File: src/rtl/triangle_dispatcher.sv
// Holds a small triangle list and replays it to rasterizer_unit one triangle at a time,
// skipping degenerate triangles. Vertex outputs are packed {x, y, z}, x in the top word.
module triangle_dispatcher #(
  parameter int unsigned MAX_TRIS = 16,
  parameter int unsigned IDX_W    = 4
) (
  input  logic             clk,
  input  logic             reset,
  input  logic             load_we,
  input  logic [IDX_W-1:0] load_tri,
  input  logic [3:0]       load_word,
  input  logic [31:0]      load_data,
  input  logic [IDX_W:0]   tri_count,
  input  logic             go,
  output logic             busy,
  output logic             frame_done,
  output logic [IDX_W:0]   culled_count,
  output logic             ru_start,
  input  logic             ru_done,
  output logic [95:0]      p1,
  output logic [95:0]      p2,
  output logic [95:0]      p3
);

  localparam int unsigned WORDS = 9;
  localparam int unsigned CNT_W = IDX_W + 1;

  typedef enum logic [2:0] {
    S_IDLE, S_FETCH, S_ISSUE, S_WAIT, S_NEXT, S_DONE
  } state_e;

  state_e           state_q, state_d;
  logic [IDX_W-1:0] idx_q, idx_d;
  logic [CNT_W-1:0] count_q, count_d;
  logic [CNT_W-1:0] culled_q, culled_d;
  logic [95:0]      p1_q, p1_d, p2_q, p2_d, p3_q, p3_d;
  logic             busy_q, busy_d;
  logic             start_q, start_d;
  logic             fdone_q, fdone_d;

  logic [31:0]      mem_q [MAX_TRIS][WORDS];
  logic [31:0]      w_c [WORDS];
  logic             wr_en_c;
  logic             degen_c;
  logic [CNT_W-1:0] go_count_c;

  // Triangle list: no reset, so contents survive a reset pulse.
  assign wr_en_c = load_we && !busy_q && (32'(load_tri) < MAX_TRIS)
                   && (load_word < 4'(WORDS));

  always_ff @(posedge clk) begin
    if (wr_en_c) mem_q[load_tri][load_word] <= load_data;
  end

  always_comb begin
    for (int k = 0; k < WORDS; k++) w_c[k] = mem_q[idx_q][k];
  end

  // Degenerate when any two vertices coincide bit-exactly in x and y; z is ignored.
  assign degen_c = ((w_c[0] == w_c[3]) && (w_c[1] == w_c[4]))
                || ((w_c[0] == w_c[6]) && (w_c[1] == w_c[7]))
                || ((w_c[3] == w_c[6]) && (w_c[4] == w_c[7]));

  assign go_count_c = (tri_count > CNT_W'(MAX_TRIS)) ? CNT_W'(MAX_TRIS) : tri_count;

  always_ff @(posedge clk) begin
    if (reset) begin
      state_q  <= S_IDLE;
      idx_q    <= '0;
      count_q  <= '0;
      culled_q <= '0;
      p1_q     <= '0;
      p2_q     <= '0;
      p3_q     <= '0;
      busy_q   <= 1'b0;
      start_q  <= 1'b0;
      fdone_q  <= 1'b0;
    end else begin
      state_q  <= state_d;
      idx_q    <= idx_d;
      count_q  <= count_d;
      culled_q <= culled_d;
      p1_q     <= p1_d;
      p2_q     <= p2_d;
      p3_q     <= p3_d;
      busy_q   <= busy_d;
      start_q  <= start_d;
      fdone_q  <= fdone_d;
    end
  end

  always_comb begin
    state_d  = state_q;
    idx_d    = idx_q;
    count_d  = count_q;
    culled_d = culled_q;
    p1_d     = p1_q;
    p2_d     = p2_q;
    p3_d     = p3_q;
    case (state_q)
      S_IDLE: begin
        if (go) begin
          count_d  = go_count_c;
          idx_d    = '0;
          culled_d = '0;
          state_d  = (go_count_c == '0) ? S_DONE : S_FETCH;
        end
      end
      S_FETCH: begin
        p1_d = {w_c[0], w_c[1], w_c[2]};
        p2_d = {w_c[3], w_c[4], w_c[5]};
        p3_d = {w_c[6], w_c[7], w_c[8]};
        if (degen_c) begin
          culled_d = culled_q + CNT_W'(1);
          state_d  = S_NEXT;
        end else begin
          state_d  = S_ISSUE;
        end
      end
      S_ISSUE: if (!ru_done) state_d = S_WAIT;
      S_WAIT:  if (ru_done) state_d = S_NEXT;
      S_NEXT: begin
        if (CNT_W'(idx_q) + CNT_W'(1) == count_q) begin
          state_d = S_DONE;
        end else begin
          idx_d   = idx_q + IDX_W'(1);
          state_d = S_FETCH;
        end
      end
      S_DONE:  state_d = S_IDLE;
      default: state_d = S_IDLE;
    endcase
  end

  // Status outputs are registered from the next state so they track the state register.
  always_comb begin
    busy_d  = (state_d != S_IDLE);
    start_d = (state_d == S_ISSUE);
    fdone_d = (state_d == S_DONE);
  end

  assign busy         = busy_q;
  assign frame_done   = fdone_q;
  assign culled_count = culled_q;
  assign ru_start     = start_q;
  assign p1           = p1_q;
  assign p2           = p2_q;
  assign p3           = p3_q;

endmodule

File: config.mk
export PLATFORM = sky130hd
export DESIGN_NAME = triangle_dispatcher
export DESIGN_NICKNAME = d
export VERILOG_FILES = /design/src/rtl/triangle_dispatcher.sv
export SDC_FILE = /design/constraint.sdc
export NUM_CORES = 2
export LEC_CHECK = 0
export CAP_MARGIN = 20
export CORE_MARGIN = 2
export CORE_UTILIZATION = 40
export CTS_BUF_LIST = sky130_fd_sc_hd__clkbuf_4 sky130_fd_sc_hd__clkbuf_8
export DETAILED_ROUTE_END_ITERATION = 10
export SLEW_MARGIN = 25
export SYNTH_ARGS = -nofsm -noshare
export SYNTH_HDL_FRONTEND = slang
export SYNTH_MEMORY_MAX_BITS = 65536
export SYNTH_SLANG_ARGS = --single-unit
export TNS_END_PERCENT = 100
File: constraint.sdc
create_clock -name clk -period 3.9 [get_ports clk]
set_clock_uncertainty 0.05 [all_clocks]
set_input_delay 0.39 -clock clk [delete_from_list [all_inputs] [get_ports clk]]
set_output_delay 0.39 -clock clk [all_outputs]
set_load 0.005 [all_outputs]
* Word-level counts from Yosys, hierarchy flattened *
Memory sizes are Yosys's and may differ from the RTL's. A register that Yosys moved wholly into a read port is not among the register bits.
Cells that the tools add are included.

cells by class
  $add $sub $neg = 3
  $mul = 0
  div/mod/pow operators = 0
  $lt $le $gt $ge = 4
  equality and inequality tests = 16
  shift-type cells = 0
  mux-type cells = 20
  bitwise operators = 1
  reduce and logical (&&, ||, !) cells = 17

operators with widths
  cell                   number
  $mux W288              1
  $eq A32 B32 Y1         6
  $demux W32 S4          1
  $mux W32               1
  $mux W3                6
  $mux W4                4
  $mux W5                3
  $pmux W3 S5            1
  $pmux W5 S2            1
  $eq A3 B2 Y1 const B   3
  $pmux W4 S2            1
  $eq A3 B3 Y1 const B   2
  $logic_and A1 B1 Y1    6
  $ne A2 B2 Y1 const B   3
  $reduce_and A3 Y1      2
  $add A4 B1 Y5 const B  1
  $add A5 B1 Y5 const B  1
  $eq A5 B5 Y1           1
  $ge A5 B5 Y1 const B   1
  $gt A5 B5 Y1 const B   1
  $logic_not A5 Y1       1
  $lt A5 B1 Y1 const B   1
  $not A4 Y5             1
  $add A4 B1 Y4 const B  1
  other kinds (9)        11

word-level totals
  bits in registers = 308
  latch bits = 0
  RAM bits = 4,608
  memory bits (read-only) = 0
  output and inout bits = 296
  word-level logic and storage cells = 72
  memories kept = 1

memories
  memory  depth  width  rd ports  clocked after memory_dff  wr ports  line  text
  mem_q   16     288    1         1                         1         41    logic [31:0] mem_q [MAX_TRIS][WORDS];

* Logic depth before layout (Yosys ltp) *
  depth in word-level cells = 7
  mapped depth = 17
  gate-level depth less buffers = 11

* Worst setup path before layout *
No wires, ideal clock.

  path type = reg2reg
  start point = reg (tool-made name)
  end point = reg culled_q[0], in the netlist culled_count[0]
  library setup time = 0.121 ns
  data arrival time = 3.574 ns
  required time = 3.729 ns
  slack = 0.155 ns
  cell stages (with the launch flop) = 14
  buffers on the path = 4
  period minus slack after synthesis = 3.745 ns
  cells stage by stage = dfxtp_1 -> buf_4 -> buf_6 -> buf_4 -> buf_1 -> mux4_2 -> a22oi_1 -> nand2_1 -> xnor2_1 -> nand4_1 -> or4_1 -> or4_4 -> a31o_1 -> mux2i_1

RTL lines
  element                 line  text
  end signal: assignment  82    culled_q <= culled_d;
  end: declaration        35    logic [CNT_W-1:0] culled_q, culled_d;

==> out/qor.csv <==
metric,value,unit
hold_viol_final,0,
synth_most_common_cell,edfxtp_1,
cts.root.buffer_cell,clkbuf_8,
synth_top_area_cell,edfxtp_1,
drt-wirelength-per-cell,35.2,µm
rsz0062_at_grt,true,
viasPerCell,5.92,
crit_slowest_cell,nand4b_1,
r2r_slack,-0.97,ns
setup_tns,-7.47,ns
rows,252,
yosysSeqAreaShare,76.7,%
slowest_delay,0.71,ns
clk_latency,1.36,ns
min_from,load_data[29],
criticalPathCategory,reg -> reg,
die-area,0.477,mm²
avgSynthCellArea,20.9,µm²
die_y,690,µm
worst-path-buf-inv,6,
synthFlopType,edfxtp_1,
failed_checks,"design-rule violations, negative setup slack",
drcViolationCount,4,
postSynthCellCount,9016,
grt_pass1_wl,853000,µm
synth_edf_count,4608,
netlist_area,0.189,mm²
grt_max_degree,145,
synth_top_area_share,73.4,%
gr-total-overflow,0,
io_buffers,345,
r2r_end,culled_count[0],
fmax,205,MHz
ys_types,74,
critical_path_required,5.07,ns
vdd_drop_max,441,µV
synth_commonest_cells,"4608 x edfxtp_1, 1198 x mux4_2, 662 x nand2_1",
async_flop_share,0,%
clkTransAtPathRegs,0.07,ns
worstHoldPathCells,2,
antenna_found_initial,62,
worstSetupEndpointType,register,
first_pass_iters,10,
layout-drive-gt1-share,36.4,%
drv_cap,0,
leakage,0.0738,µW
final_antenna_net_count,0,
ys_ff_latch,4920,
crit_path_max_fanout,12,
synth_area_leaders,"edfxtp_1 73%, mux4_2 14%, dfxtp_1 3.3%",
htreeDepth,6,
gr-usage-all-layers,25.8,%
min_to,mem_q[12][189],
min_path_type,in -> reg,
layout.nets,11100,
place.gp.congestion,1.05,
design_area,0.232,mm²
maxSlewViolCount,0,
drt_iter0_markers,17300,
outcome,finished with violations,
core_area,0.470,mm²
fin_crit,4.87,ns
grt_pass1_vias,104000,
regArea,0.145,mm²
cp_cell_sequence,"buf_16, buf_16, buf_4, mux4_2, mux4_2, buf_6, a21oi_1, a2111o_1, nor4_2, buf_4, nand4_1, nand4b_1, buf_6, a31o_4, mux2i_1",
wirelength,632000,µm
place_area,0.212,mm²
setup_viol,8,
hpwl,388000,µm
power.density,459,mW/mm²
fill_cells,37600,
cp-start-kind,register,
maxSlewHeadroom,23.5,%
r2r_cells,15,
hold-worst-slack,0.0685,ns
multiInputGateArea,0.0436,mm²
worst_pin_slew,1.15,ns
syn2layout_area_growth,23.3,%
start_util,40.1,%
cts_num_sinks,4920,
io_pins,346,
cts_tree,built,
min_period_over_period,125,%
numCtsBuffers,774,
clockBufferDepth,4,
yosys_warnings,0,
critPathArrivalTime,6.04,ns
via_count,106000,
timing.final.ws_setup,-0.972,ns
die-width,690,µm
synthesis.nets,9068,
cp_top_family,buffers and inverters,
cells by family (layout without fill, tap and decap cells):
| kind of cell | Yosys count | in the layout | share of synthesized area [%] |
|---|---|---|---|
| buffers and inverters | 500 | 3214 | 1.30 |
| xor gates and xnor gates | 239 | 239 | 1.11 |
| DFF | 4920 | 4920 | 76.7 |
| adders and majority gates | 2 | 2 | 0.0133 |
| other | 0 | 25 | 0 |
| and+or+nand+nor | 1188 | 1188 | 2.66 |
| muxes | 1483 | 1483 | 15.9 |
| AOI/OAI and AO/OA | 684 | 684 | 2.31 |
worst max path at each step:
stage | from | slack (ns) | end | depth (start not counted)
after floorplan | register | 0.16 | culled_count[0] | 13
after detailed placement | register | -1.53 | ru_start | 16
after global routing | register | -0.96 | culled_count[2] | 17
after CTS | register | -0.82 | culled_count[0] | 14
final | register | -0.97 | culled_count[0] | 15
after global placement | register | -1.62 | state_q[1] | 16
stage by stage:
step / util [%] / total power [µW] / instances / setup slack [ns]
after floorplan: - / 59900 / 9016 / 0.155
after global routing: 49.4 / 109000 / 18000 / -0.957
after CTS: 49.0 / 107000 / 17900 / -0.825
final: 49.4 / 107000 / 18000 / -0.972
after global placement: 45.1 / 62000 / 16300 / -1.62
after detailed placement: 45.1 / 62100 / 16300 / -1.53
area by class of cell:
cell class	count	share of cell area [%]
clock inverters	295	1.05
inverters	5	0.0145
diodes	25	0.0269
flip-flops and latches	4920	62.2
clock buffers	1121	5.89
multi-input cells	3596	18.8
repair buffers	1793	8.68
well taps	6223	3.35
worst register-to-register path, delay by kind of cell (launching register included):
family | cells | cell delay [ns]
AO/OA/AOI/OAI | 3 | 0.73
flip-flops | 1 | 0.39
multiplexers | 3 | 0.93
buffers and inverters | 6 | 1.52
AND/OR/NAND/NOR | 3 | 1.12
cell usage in the layout, fill, tap and decap left out, types with 99 or more instances in the layout:
cell and count:
nand2_1 641, dfxtp_1 308, buf_4 941, clkinv_1 132, nor2_1 143, mux2i_1 244, a21oi_1 296, clkbuf_4 279
buf_12 364, edfxtp_1 4608, mux4_2 1198, clkbuf_8 842, nor2_4 148, clkdlybuf4s50_1 312, xnor2_1 136, a22oi_1 99
repair_timing:
| action | 4_1_cts | 5_1_grt |
|---|---|---|
| cloned | 12 | 8 |
| hold endpoints to repair | 3919 | 72 |
| resized for setup | 150 | 192 |
| hold buffers | 43 | 4 |
| pin swaps | 22 | 48 |
| setup endpoints to repair | 55 | 26 |
| buffers inserted | 78 | 75 |
routing by layer:
| layer | vias to the layer above | track usage (%) | share of wire, % |
|---|---|---|---|
| li1 | 41500 | - | - |
| met1 | 56700 | 35.4 | 38 |
| met2 | 6895 | 38.7 | 45 |
| met3 | 1207 | 7.23 | 12 |
| met4 | 32 | 11.1 | 4.8 |
| met5 | - | 0.180 | 0.073 |
power by group:
part / internal [µW] / switching (µW) / total (µW)
registers: 57900 / 176 / 58100
logic: 926 / 2110 / 3040
clock network: 24300 / 21100 / 45400
total: 83200 / 23400 / 107000
state kept, by name, summed over array words and instances (netlist names), named ones only:
signal        count
p3               96
busy              1
p1               96
culled_count      5
count_q           5
state_q           3
frame_done        1
ru_start          1
p2               96
mem_q          4608
idx_q             4
(Power assumes the default switching activity.)
